<file path="src/rtl/spi_mem_pkg.sv">
// Shared constants for the SPI serial-RAM responder: opcodes, address length
// and FSM state encodings.
package spi_mem_pkg;

    localparam logic [7:0] OP_READ  = 8'h03;
    localparam logic [7:0] OP_WRITE = 8'h02;

    localparam int unsigned ADDR_BITS = 24;

    localparam logic [2:0] ST_IDLE = 3'd0;
    localparam logic [2:0] ST_CMD  = 3'd1;
    localparam logic [2:0] ST_ADDR = 3'd2;
    localparam logic [2:0] ST_RD   = 3'd3;
    localparam logic [2:0] ST_WR   = 3'd4;
    localparam logic [2:0] ST_SKIP = 3'd5;

endpackage

</file>
<file path="src/rtl/spi_sync_edge.sv">
// Two-flop synchronisers for the SPI pins, plus sclk edge pulses and a cs
// falling-edge pulse derived from the synchronised history.
module spi_sync_edge (
    input  logic clk,
    input  logic rst_n,
    input  logic sclk,
    input  logic mosi,
    input  logic cs,
    output logic sclk_rise,
    output logic sclk_fall,
    output logic mosi_s,
    output logic cs_active,
    output logic cs_fall
);

    logic [2:0] r_sclk;
    logic [1:0] r_mosi;
    logic [2:0] r_cs;

    // cs history resets to "active" so a cs held low across reset cannot
    // open a frame; the pin has to go high first.
    always_ff @(posedge clk) begin
        if (!rst_n) begin
            r_sclk <= '0;
            r_mosi <= '0;
            r_cs   <= '0;
        end else begin
            r_sclk <= {r_sclk[1:0], sclk};
            r_mosi <= {r_mosi[0], mosi};
            r_cs   <= {r_cs[1:0], cs};
        end
    end

    assign sclk_rise = r_sclk[1] & ~r_sclk[2];
    assign sclk_fall = ~r_sclk[1] & r_sclk[2];
    assign mosi_s    = r_mosi[1];
    assign cs_active = ~r_cs[1];
    assign cs_fall   = r_cs[2] & ~r_cs[1];

endmodule

</file>
<file path="src/rtl/spi_mem_responder.sv">
// 23LC-style SPI serial-RAM responder (mode 0) backed by a preloadable byte array.
// Define SPI_MEM_WRITE_EN to accept the WRITE opcode; otherwise the array is read-only over SPI.
module spi_mem_responder
    import spi_mem_pkg::*;
#(
    parameter int unsigned ADDR_W = 6
) (
    input  logic              clk,
    input  logic              rst_n,
    input  logic              sclk,
    input  logic              mosi,
    input  logic              cs,
    output logic              miso,
    input  logic              load_en,
    input  logic [ADDR_W-1:0] load_addr,
    input  logic [7:0]        load_data,
    output logic              busy
);

    logic w_sclk_rise;
    logic w_sclk_fall;
    logic w_mosi;
    logic w_cs_active;
    logic w_cs_fall;
    logic [7:0] w_byte_in;

    logic [2:0]        r_state;
    logic [6:0]        r_shift;
    logic [4:0]        r_bitcnt;
    logic [ADDR_W-1:0] r_addr;
    logic [7:0]        r_out;
    logic [2:0]        r_obit;
    logic              r_miso;
    logic              r_busy;
    logic [7:0]        r_mem [0:(1<<ADDR_W)-1];

    spi_sync_edge u_sync (
        .clk       (clk),
        .rst_n     (rst_n),
        .sclk      (sclk),
        .mosi      (mosi),
        .cs        (cs),
        .sclk_rise (w_sclk_rise),
        .sclk_fall (w_sclk_fall),
        .mosi_s    (w_mosi),
        .cs_active (w_cs_active),
        .cs_fall   (w_cs_fall)
    );

    assign w_byte_in = {r_shift, w_mosi};

`ifdef SPI_MEM_WRITE_EN
    logic r_wr;
    logic w_spi_we;
    assign w_spi_we = rst_n && w_cs_active && (r_state == ST_WR) && w_sclk_rise
                      && (r_bitcnt == 5'd7);
`endif

    always_ff @(posedge clk) begin
        if (!rst_n) begin
            r_state  <= ST_IDLE;
            r_shift  <= '0;
            r_bitcnt <= '0;
            r_addr   <= '0;
            r_out    <= '0;
            r_obit   <= '0;
            r_miso   <= 1'b0;
            r_busy   <= 1'b0;
`ifdef SPI_MEM_WRITE_EN
            r_wr     <= 1'b0;
`endif
        end else begin
            r_busy <= w_cs_active;
            if (!w_cs_active) begin
                r_state  <= ST_IDLE;
                r_bitcnt <= '0;
                r_obit   <= '0;
                r_miso   <= 1'b0;
            end else begin
                if (r_state != ST_RD) r_miso <= 1'b0;
                case (r_state)
                    ST_IDLE: begin
                        if (w_cs_fall) begin
                            r_state  <= ST_CMD;
                            r_bitcnt <= '0;
                        end
                    end
                    ST_CMD: begin
                        if (w_sclk_rise) begin
                            r_shift <= w_byte_in[6:0];
                            if (r_bitcnt == 5'd7) begin
                                r_bitcnt <= '0;
                                if (w_byte_in == OP_READ) begin
                                    r_state <= ST_ADDR;
`ifdef SPI_MEM_WRITE_EN
                                    r_wr    <= 1'b0;
                                end else if (w_byte_in == OP_WRITE) begin
                                    r_state <= ST_ADDR;
                                    r_wr    <= 1'b1;
`endif
                                end else begin
                                    r_state <= ST_SKIP;
                                end
                            end else begin
                                r_bitcnt <= r_bitcnt + 5'd1;
                            end
                        end
                    end
                    ST_ADDR: begin
                        // Only the low ADDR_W bits survive the 24-bit shift.
                        if (w_sclk_rise) begin
                            r_addr <= {r_addr[ADDR_W-2:0], w_mosi};
                            if (r_bitcnt == 5'(ADDR_BITS - 1)) begin
                                r_bitcnt <= '0;
                                r_obit   <= '0;
`ifdef SPI_MEM_WRITE_EN
                                r_state  <= r_wr ? ST_WR : ST_RD;
`else
                                r_state  <= ST_RD;
`endif
                            end else begin
                                r_bitcnt <= r_bitcnt + 5'd1;
                            end
                        end
                    end
                    ST_RD: begin
                        // r_obit == 0 means the next fall starts a fresh byte.
                        if (w_sclk_fall) begin
                            if (r_obit == 3'd0) begin
                                r_miso <= r_mem[r_addr][7];
                                r_out  <= {r_mem[r_addr][6:0], 1'b0};
                                r_obit <= 3'd7;
                                r_addr <= r_addr + ADDR_W'(1);
                            end else begin
                                r_miso <= r_out[7];
                                r_out  <= {r_out[6:0], 1'b0};
                                r_obit <= r_obit - 3'd1;
                            end
                        end
                    end
`ifdef SPI_MEM_WRITE_EN
                    ST_WR: begin
                        if (w_sclk_rise) begin
                            r_shift <= w_byte_in[6:0];
                            if (r_bitcnt == 5'd7) begin
                                r_bitcnt <= '0;
                                r_addr   <= r_addr + ADDR_W'(1);
                            end else begin
                                r_bitcnt <= r_bitcnt + 5'd1;
                            end
                        end
                    end
`endif
                    default: ;
                endcase
            end
        end
    end

    // Preload is issued last so it wins over an SPI write to the same byte.
    always_ff @(posedge clk) begin
`ifdef SPI_MEM_WRITE_EN
        if (w_spi_we) r_mem[r_addr] <= w_byte_in;
`endif
        if (load_en) r_mem[load_addr] <= load_data;
    end

    assign miso = r_miso;
    assign busy = r_busy;

endmodule
</file>
<file path="config.mk">
export PLATFORM = sky130hd
export DESIGN_NAME = spi_mem_responder
export DESIGN_NICKNAME = d
export VERILOG_FILES = /design/src/rtl/spi_mem_pkg.sv /design/src/rtl/spi_sync_edge.sv /design/src/rtl/spi_mem_responder.sv
export SDC_FILE = /design/constraint.sdc
export NUM_CORES = 1
export LEC_CHECK = 0
export ABC_AREA = 1
export CAP_MARGIN = 20
export CELL_PAD_IN_SITES_DETAIL_PLACEMENT = 1
export CELL_PAD_IN_SITES_GLOBAL_PLACEMENT = 1
export CORE_MARGIN = 2
export CORE_UTILIZATION = 50
export DETAILED_ROUTE_END_ITERATION = 12
export GPL_TIMING_DRIVEN = 0
export PLACE_DENSITY = 0.85
export SETUP_SLACK_MARGIN = 0.02
export SYNTH_ARGS = -nofsm -noshare
export SYNTH_HDL_FRONTEND = slang
export SYNTH_SLANG_ARGS = --single-unit
</file>
<file path="constraint.sdc">
create_clock -name clk -period 2.9 [get_ports clk]
set_clock_uncertainty 0.1 [all_clocks]
set_input_delay 0.58 -clock clk [delete_from_list [all_inputs] [get_ports clk]]
set_output_delay 0.58 -clock clk [all_outputs]
set_load 0.01 [all_outputs]
</file>
==> summary.md <==
| Metric | Value |
|---|---|
| Run status | `complete, no violations` |
| Mapped Nets | `roughly 2100` |
| Clock transition at path regs | `around 0.06 ns` |
| Unique masters post-synth | `33` |
| Final #Nets | `around 2100` |
| Critical Path End Type | `flop` |
| Crit Path Max Fanout | `10` |
| #FFs+latches synth | `559` |
| Largest family of logic cells by synthesized area | `simple AND/OR/NAND/NOR gates` |
| Cells after Synth | `2029` |
| Adder-cell area share of the yosys netlist | `less than 1%` |
| Row cnt | `just under 80` |
| Seq/Total Area, Yosys | `71.0%` |
| XOR/XNOR Fraction of Synth Area | `less than 1%` |
| Placed inst area | `between 20000 and 25000 um2` |
| Worst reg2reg setup slack | `between 0.015 and 0.02 ns` |
| Slew Limit Fails | `0` |
| Post-Layout Cell Count | `around 2800` |
| Synth Area in Compound Gates | `under 10%` |
| Post-CTS sizing | `0` |
| Drt wl/cell | `between 20 and 30 um` |
| Die width | `approximately 220 um` |
| First-pass GRT wire length | `between 100000 and 150000 um` |
| Vias in the first global route | `18300` |
| RSZ-0062 raised after global routing | `false` |
| WP data required | `between 3 and 4 ns` |
| GRT overflow | `0` |
| Clock root buffer | `clkbuf_16` |
| Setup slack after layout | `between 0.015 and 0.02 ns` |
| Leakage | `between 0.009 and 0.01 uW` |
| CTS Buf Count | `between 50 and 60` |
| Clock buffer depth | `3` |
| WP data arrival | `between 3 and 4 ns` |
| DRC | `0` |
| Total Routed Length | `a little under 80000 um` |
| Clk sinks | `roughly 560` |
| Crit path launch type | `flop` |
| Initial antenna violation count | `2` |
| Setup Viol. Count Final | `0` |
| Post-synthesis async set-or-reset flop share | `0%` |
| Boundary Pins | `22` |
| Max-slew headroom | `between 20% and 30%` |
| Final hold viol count | `0` |
| Overall routing resource usage | `between 30% and 40%` |
| R2r endpoint | `r_out[1]` |
| Dpl hpwl | `about 54000 um` |
| Core ar. | `45400 um2` |
| PD cells | `839 nW/um2` |
| Initial Util | `50.7%` |
| Primary FF master, synth | `edfxtp_1` |
| CTS hold repair buffers | `0` |
| Dpl ws | `-0.339 ns` |
| Layout cells sized above 1 | `9.69%` |
| Vias/cell | `between 6 and 7` |
| Tightest Pin Transition | `1.10 ns` |
| DRT iter0 DRCs | `approximately 1900` |
| Minimum clock period | `2.88 ns` |
| Largest net degree at the start of global routing | `49` |
| H-tree depth | `2` |
| Maximum vdd drop | `around 0.65 mV` |
| Final period util | `between 90 and 100%` |
| Worst Hold Class | `input pin to flop` |
| DRT Pass-1 Iters | `6` |
| Worst-Skew Late Latency | `0.64 ns` |
| Syn Std Cell Area | `approximately 23000 um2` |
| Syn avg cell area | `about 11 um2` |
| CTS tree | `yes` |
| WS Path Type | `flop to flop` |
| Fin area | `between 20000 and 30000 um2` |
| Dpl cells | `2662` |
| Worst R2R Path Depth | `11` |
| Final ANT Viol Nets | `0` |
| Die Ht | `roughly 220 um` |
| Post-Synth Simple-Gate Area | `a little under a quarter` |
| Synthesis Warnings | `0` |
| Vias post-DR | `~17000` |
| IO buf count | `17` |
| Max Clk Rate | `347 MHz` |
| Die area | `approximately 48000 um2` |
| Mux contribution to synthesized area | `0%` |
| Post-synth EDFFs | `between 500 and 600` |
| CP endpoint | `r_out[1]` |
| P&R area growth vs syn | `12.8%` |
| Post CTS Setup Buffer Count | `0` |
| # Max-Cap Violations | `0` |
| Gpl congestion | `~0.96` |
registers in the layout (all words and copies together) (netlist names), 2 cells and up, named ones only:
name,count
u_sync.r_mosi,2
r_out,7
r_obit,3
u_sync.r_sclk,3
u_sync.r_cs,3
r_state,3
r_mem,512
r_shift,7
r_addr,6
r_bitcnt,5
where the power goes:
group	switching (uW)	leakage, uW	internal (uW)
combinational	4190	0.00350	1490
sequential	71.2	0.00499	8900
clock	3140	0.000861	3950
cell usage after synthesis, types with 16 or more instances:
cell | n | share of area (%)
nand2_1 | 642 | 10
edfxtp_1 | 512 | 67
nand3_1 | 486 | 11
nor2_1 | 104 | 1.7
dfxtp_1 | 47 | 4.1
inv_1 | 37 | 0.60
buf_2 | 35 | 0.76
buf_4 | 27 | 0.88
buf_6 | 23 | 1.1
o21ai_0 | 20 | 0.44
clkbuf_1 | 18 | 0.29
a21oi_1 | 16 | 0.35
worst min-delay path by stage:
| stage | start | to | cells after the start |
|---|---|---|---|
| global placement | u_sync.r_mosi[0] | u_sync.r_mosi[1] | 2 |
| global route | load_data[2] | r_mem[22][2] | 1 |
| finish | load_data[2] | r_mem[22][2] | 1 |
| floorplan | u_sync.r_cs[0] | u_sync.r_cs[1] | 2 |
| detailed placement | u_sync.r_sclk[0] | u_sync.r_sclk[1] | 2 |
| CTS | load_data[2] | r_mem[19][2] | 1 |
worst max-delay path, stage by stage, from the launching register on:
cell     delay, ns
dfxtp_1       0.36
buf_2         0.33
buf_1         0.73
nand3_1       0.41
nand3_1       0.23
nand2_1       0.08
nand2_1       0.07
nand3_1       0.07
nand3_1       0.08
nand2_1       0.11
nand2_1       0.11
a21oi_1       0.07
layout by cell type, fill, tap and decap left out, types with 2 or more instances in the layout:
cell type and instances:
nand4_1 9, buf_2 43, buf_12 7, or2_2 2, nor3_2 2, inv_2 2
ha_1 4, nor4_2 8, clkdlybuf4s50_1 9, clkinv_2 14, clkbuf_1 28, a31oi_1 4
inv_6 3, a21oi_1 16, nand2_1 642, clkinv_1 13, nand3_1 486, buf_1 13
o21ai_0 20, clkinvlp_4 3, buf_16 2, bufinv_16 4, xor2_1 2, dfxtp_1 47
inv_1 37, buf_6 24, clkbuf_16 57, edfxtp_1 512, buf_4 35, nor2_1 104
a211oi_1 4
layer usage:
metal  GRT usage (%)  wire (um)  share of wire [%]  up-vias
li1                -          -                  -     7308
met1            40.5      27700                 35     8679
met2            55.1      37600                 48     1028
met3            7.29       7880                 10      289
met4            19.6       5010                6.4        2
met5               0         13              0.017        -
cell families after synthesis:
| family | count (synthesis) |
|---|---|
| AOI/OAI and AO/OA | 47 |
| and+or+nand+nor | 1257 |
| buffers and inverters | 159 |
| adders and majority gates | 4 |
| xor gates and xnor gates | 3 |
| DFF | 559 |
through the flow:
| step | power, uW | util, % | setup TNS, ns | hold slack, ns |
|---|---|---|---|---|
| floorplan | 12200 | - | 0 | 0.290 |
| global placement | 14200 | 52.7 | -324.20 | 0.306 |
| detailed placement | 14500 | 53.2 | -83.03 | 0.302 |
| CTS | 21500 | 57.1 | 0 | 0.300 |
| global route | 22300 | 57.1 | 0 | 0.322 |
| finish | 21700 | 57.1 | 0 | 0.309 |
final cells by class:
type,instances,area (um2)
fillers,4711,19500
flip-flops and latches,559,16300
multi-input cells,1311,5780
clock buffers,68,1470
plain buffers,118,790
well taps,600,751
repair buffers,34,377
clock inverters,36,287
inverters,41,159
diodes,1,2.50
Note: power is estimated with default switching activity, not from simulation.
